**src/rtl/branch_resolve_sequencer.sv**
```systemverilog
// branch_resolve_sequencer: resolves one branch/jump at a time and issues a single PC redirect to fetch.
//   Ports: clk/reset (async, active-high).
//   Request side: req_valid/req_ready, req_op, req_pc, req_base, req_offset.
//   ALU compare: cmp_valid/cmp_zero.
//   Redirect side: redir_valid/redir_ready, redir_pc, redir_taken, redir_misal, redir_tmo.
//   Status: flush, busy, taken_count.
module branch_resolve_sequencer #(
  parameter int XLEN        = 32,
  parameter int CMP_TIMEOUT = 15,
  parameter int CNT_W       = 16
) (
  input  logic             clk,
  input  logic             reset,
  input  logic             req_valid,
  output logic             req_ready,
  input  logic [1:0]       req_op,
  input  logic [XLEN-1:0]  req_pc,
  input  logic [XLEN-1:0]  req_base,
  input  logic [XLEN-1:0]  req_offset,
  input  logic             cmp_valid,
  input  logic             cmp_zero,
  output logic             redir_valid,
  input  logic             redir_ready,
  output logic [XLEN-1:0]  redir_pc,
  output logic             redir_taken,
  output logic             redir_misal,
  output logic             redir_tmo,
  output logic             flush,
  output logic             busy,
  output logic [CNT_W-1:0] taken_count
);
  typedef enum logic [1:0] {S_IDLE, S_WAIT, S_OUT} state_t;
  localparam logic [7:0] TMO_LAST = 8'(CMP_TIMEOUT - 1);
  state_t            r_state, w_next;
  logic              r_beq;
  logic [XLEN-1:0]   r_tgt, r_seq, r_pc;
  logic [7:0]        r_timer;
  logic              r_taken, r_misal, r_tmo;
  logic [CNT_W-1:0]  r_count;
  logic              w_idle, w_hs, w_load, w_taken, w_tmo;
  logic [XLEN-1:0]   w_tgt, w_seq;
  assign w_idle      = r_state == S_IDLE;
  // In IDLE the redirect candidates come straight from the request so op 00/11 resolve without waiting.
  assign w_tgt       = w_idle ? (req_base + req_offset) & {{(XLEN-1){1'b1}}, 1'b0} : r_tgt;
  assign w_seq       = w_idle ? req_pc + XLEN'(4) : r_seq;
  assign w_hs        = redir_valid & redir_ready;
  assign req_ready   = w_idle;
  assign busy        = ~w_idle;
  assign redir_valid = r_state == S_OUT;
  assign redir_pc    = r_pc;
  assign redir_taken = r_taken;
  assign redir_misal = r_misal;
  assign redir_tmo   = r_tmo;
  assign flush       = w_hs & r_taken;
  assign taken_count = r_count;
  always_comb begin
    w_next  = r_state;
    w_load  = 1'b0;
    w_taken = 1'b0;
    w_tmo   = 1'b0;
    case (r_state)
      S_IDLE: if (req_valid) begin
        w_next  = ^req_op ? S_WAIT : S_OUT;
        w_load  = ~^req_op;
        w_taken = &req_op;
      end
      // A compare arriving in the final timeout cycle still resolves normally.
      S_WAIT: if (cmp_valid || r_timer == TMO_LAST) begin
        w_next  = S_OUT;
        w_load  = 1'b1;
        w_taken = cmp_valid & (r_beq ? cmp_zero : ~cmp_zero);
        w_tmo   = ~cmp_valid;
      end
      S_OUT: if (redir_ready) w_next = S_IDLE;
      default: w_next = S_IDLE;
    endcase
  end
  always_ff @(posedge clk or posedge reset) begin
    if (reset) begin
      r_state <= S_IDLE;
      r_timer <= '0;
      r_beq   <= 1'b0;
      r_tgt   <= '0;
      r_seq   <= '0;
      r_pc    <= '0;
      r_taken <= 1'b0;
      r_misal <= 1'b0;
      r_tmo   <= 1'b0;
      r_count <= '0;
    end else begin
      r_state <= w_next;
      r_timer <= r_state == S_WAIT ? r_timer + 8'd1 : '0;
      if (w_idle && req_valid) begin
        r_beq <= req_op[1];
        r_tgt <= w_tgt;
        r_seq <= w_seq;
      end
      // Redirect fields are cleared after the handshake so tmo/misal read 0 outside a valid redirect.
      if (w_load) begin
        r_pc    <= w_taken ? w_tgt : w_seq;
        r_taken <= w_taken;
        r_misal <= w_taken & w_tgt[1];
        r_tmo   <= w_tmo;
      end else if (w_hs) begin
        r_pc    <= '0;
        r_taken <= 1'b0;
        r_misal <= 1'b0;
        r_tmo   <= 1'b0;
      end
      if (w_hs && r_taken && !(&r_count)) r_count <= r_count + 1'b1;
    end
  end
endmodule

```
**config.mk**
```make
export PLATFORM = sky130hd
export DESIGN_NAME = branch_resolve_sequencer
export DESIGN_NICKNAME = d
export VERILOG_FILES = /design/src/rtl/branch_resolve_sequencer.sv
export SDC_FILE = /design/constraint.sdc
export NUM_CORES = 1
export LEC_CHECK = 0
export BUFFER_PORTS_ARGS = -buffer_cell sky130_fd_sc_hd__buf_2
export CORE_MARGIN = 2
export CORE_UTILIZATION = 30
export CTS_CLUSTER_SIZE = 16
export DETAILED_ROUTE_END_ITERATION = 6
export GPL_TIMING_DRIVEN = 0
export PLACE_DENSITY = 0.57
export SKIP_CTS_REPAIR_TIMING = 1
export SYNTH_ARGS = -nofsm -noshare
export SYNTH_HDL_FRONTEND = slang
export SYNTH_SLANG_ARGS = --single-unit
```
**constraint.sdc**
```tcl
create_clock -name clk -period 4 [get_ports clk]
set_input_delay 0.6 -clock clk [delete_from_list [all_inputs] [get_ports clk]]
set_output_delay 0.6 -clock clk [all_outputs]
set_load 0.1 [all_outputs]
```
==> reports/metrics.csv <==
metric;value;unit
pin_count;159;
hp-class;input pin to asynchronous set/reset pin;
cp-startpoint;r_state[0];
synth_top_area_share;39.1;%
ys_warn_count;0;
power;7.15;mW
hold_viol_final;0;
htreeDepth;4;
cts-root-buf;clkbuf_16;
floorplan.rows;59;
grt_max_degree;93;
drc_errors;0;
yosys.cell_count.top_type;nand2_1;
ys_seq_area_share;39.1;%
finalMaxSlewViolations;0;
drtPass1Iterations;7;
nNetsFinal;1249;
r2r_slack;0.60;ns
routed_wl;27.7;mm
globalRouteOverflowTotal;0;
combPwrFrac;49.4;%
cts_made_buffers;17;
cts.sinks;126;
critPathKind;flop to primary output;
antenna_found_initial;0;
final_area;9900;um^2
crit_slowest_cell;clkdlybuf4s15_1;
io_buffers;158;
rsz0062_at_grt;false;
fin_ws;0.100;ns
insertedDiodeCount;0;
finClkSkew;0.00762;ns
multi_input_area;4660;um^2
synth_cells;931;
cp.required;3.40;ns
place_congestion;0.858;
cts.reportedPaths.clkPinSlew;0.05;ns
ir_worst_vdd;0.387;mV
cp_slowest_stage_delay;0.76;ns
worst_slew_pin_slew;1.20;ns
syn_area_per_cell;8.66;um^2
synth_edf_count;0;
die_h;168;um
cts_tree;done;
core;26200;um^2
period_share;97.5;%
r2r_cells;9;
path_max_fanout;10;
cap_violations;0;
place_hpwl;21.0;mm
p_clk_share;21.7;%
initial_core_util;30.8;%
clock_path_buffers;2;
leakage;4.56;nW
pwr-share-seq;28.9;%
yosys-top-cells-area;dfrtp_1 39%, nand2_1 8.0%, ha_1 5.4%;
nFillCells;2697;
clk_latency;0.42;ns
place_area;9310;um^2
first_global_vias;7328;
register_area;3150;um^2
ys.flop_type;dfrtp_1;
synth_common_cells;172 x nand2_1, 126 x dfrtp_1, 70 x o21ai_0, 53 x nor2_1, 47 x a21oi_1;
cp_cell_sequence;clkbuf_1 > or2_2 > clkbuf_1 > clkdlybuf4s15_1 > buf_2;
synthArstFlopShare;100;%
grtUsageTotal;19.6;%
preCtsSetupSlack;0.0136;ns
outcome;finished, final reports clean;
drtIter0Drc;663;
clock.fmax;256;MHz
synth_cell_types;70;
slew_headroom;19.3;%
cp-start-kind;flop;
drive_gt1_share;19.6;%
syn_nets;1071;
crit_end;busy;
fin_crit;3.90;ns
num_vias;7708;
ant_nets;0;
endpoint_kind;primary output;
setup_tns;0;ns
ys_ff_latch;126;
switchingPower;3.58;mW
internal_power;3.57;mW
r2r_start;r_state[1];
dieArea;28200;um^2
syn_to_final_growth;22.9;%
worstPathArrival;3.30;ns
r2r_end;redir_pc[24];
dieWidth;168;um
power.density;722;nW/um^2
switching_share;50.1;%
via_per_inst;5.29;
cpMostUsedCell;clkbuf_1;
grt_pass1_wl;42.4;mm
synth_area_leader_cell;dfrtp_1;
syn_area;8060;um^2
setup_viol;0;
wl_per_cell;19.0;um
-- placed cells by master, fill, tap and decap left out, types with 9 or more instances in the layout --
master	instances
buf_2	162
ha_1	35
and2_1	11
a21o_1	10
a21oi_1	47
nand4_1	10
xnor2_1	33
xor2_1	39
clkbuf_16	17
mux2i_1	11
o21ai_1	13
clkbuf_1	35
a31oi_1	11
nor3_1	19
and3_1	12
a22o_1	9
nand3_1	40
dfrtp_1	126
a32o_1	9
nand2_1	172
inv_1	21
nor2_1	53
o31ai_1	10
o21ai_0	70
o211ai_1	9
-- per-stage QoR --
stage               std cells  util (%)  hold WS [ns]
global route             1457      37.8         0.192
global placement         1424      35.4         0.453
floorplan                 931         -         0.440
finish                   1457      37.8         0.167
detailed placement       1425      35.5         0.459
CTS                      1457      37.7         0.174
-- sequential cells by signal, indices dropped and copies added (netlist names), 2 cells and up --
signal,cells
redir_pc,32
r_tgt,32
r_timer,8
r_seq,32
taken_count,16
r_state,2
-- metal layers --
layer,part of all wire [%],global-route usage [%]
met4,2.2,6.01
met2,46,31.1
met5,0,0
met3,5.5,3.78
met1,47,27.1
-- logic make-up (layout without fill, tap and decap cells) --
group / count (synthesis) / in the layout / share of synthesized area [%]
AO/OA/AOI/OAI: 248 / 248 / 20.2
XOR/XNOR: 72 / 72 / 7.82
adder cells (fa/ha/maj): 36 / 36 / 5.68
buffers and inverters: 64 / 255 / 3.14
flip-flops: 126 / 126 / 39.1
multiplexers: 17 / 17 / 2.62
AND/OR/NAND/NOR: 368 / 368 / 21.4
-- final cells by class --
class | count | area share [%]
repair buffers | 159 | 8.26
clock buffers | 21 | 4.75
clock inverters | 11 | 1.16
well taps | 335 | 4.23
plain buffers | 42 | 1.78
flip-flops and latches | 126 | 31.8
inverters | 22 | 0.884
multi-input cells | 741 | 47.1
-- worst min path at each step --
| stage | startpoint | to | slack [ns] | cells after the start |
|---|---|---|---|---|
| finish | reset | taken_count[11] | 0.17 | 2 |
| global route | reset | taken_count[11] | 0.19 | 2 |
| CTS | reset | redir_pc[31] | 0.17 | 2 |
| detailed placement | r_tgt[5] | r_tgt[5] | 0.46 | 2 |
| global placement | r_seq[15] | r_seq[15] | 0.45 | 2 |
| floorplan | r_seq[1] | r_seq[1] | 0.44 | 2 |
-- power by group through the flow --
stage          Sequential, mW  Clock, mW  Combinational [mW]
4_1_cts                  2.06       1.56                3.52
6_report                 2.07       1.55                3.54
3_5_place_dp             2.08          0                3.51
2_1_floorplan            3.04          0                1.57
5_1_grt                  2.12       1.62                3.77
3_3_place_gp             2.07          0                3.48
-- worst max-delay path, delay by kind of cell (launching register included) --
family / cells / cell delay, ns
simple gates: 1 / 0.24
flops: 1 / 0.39
buf+inv: 4 / 2.24
No activity file was read; power rests on OpenSTA's default activity.
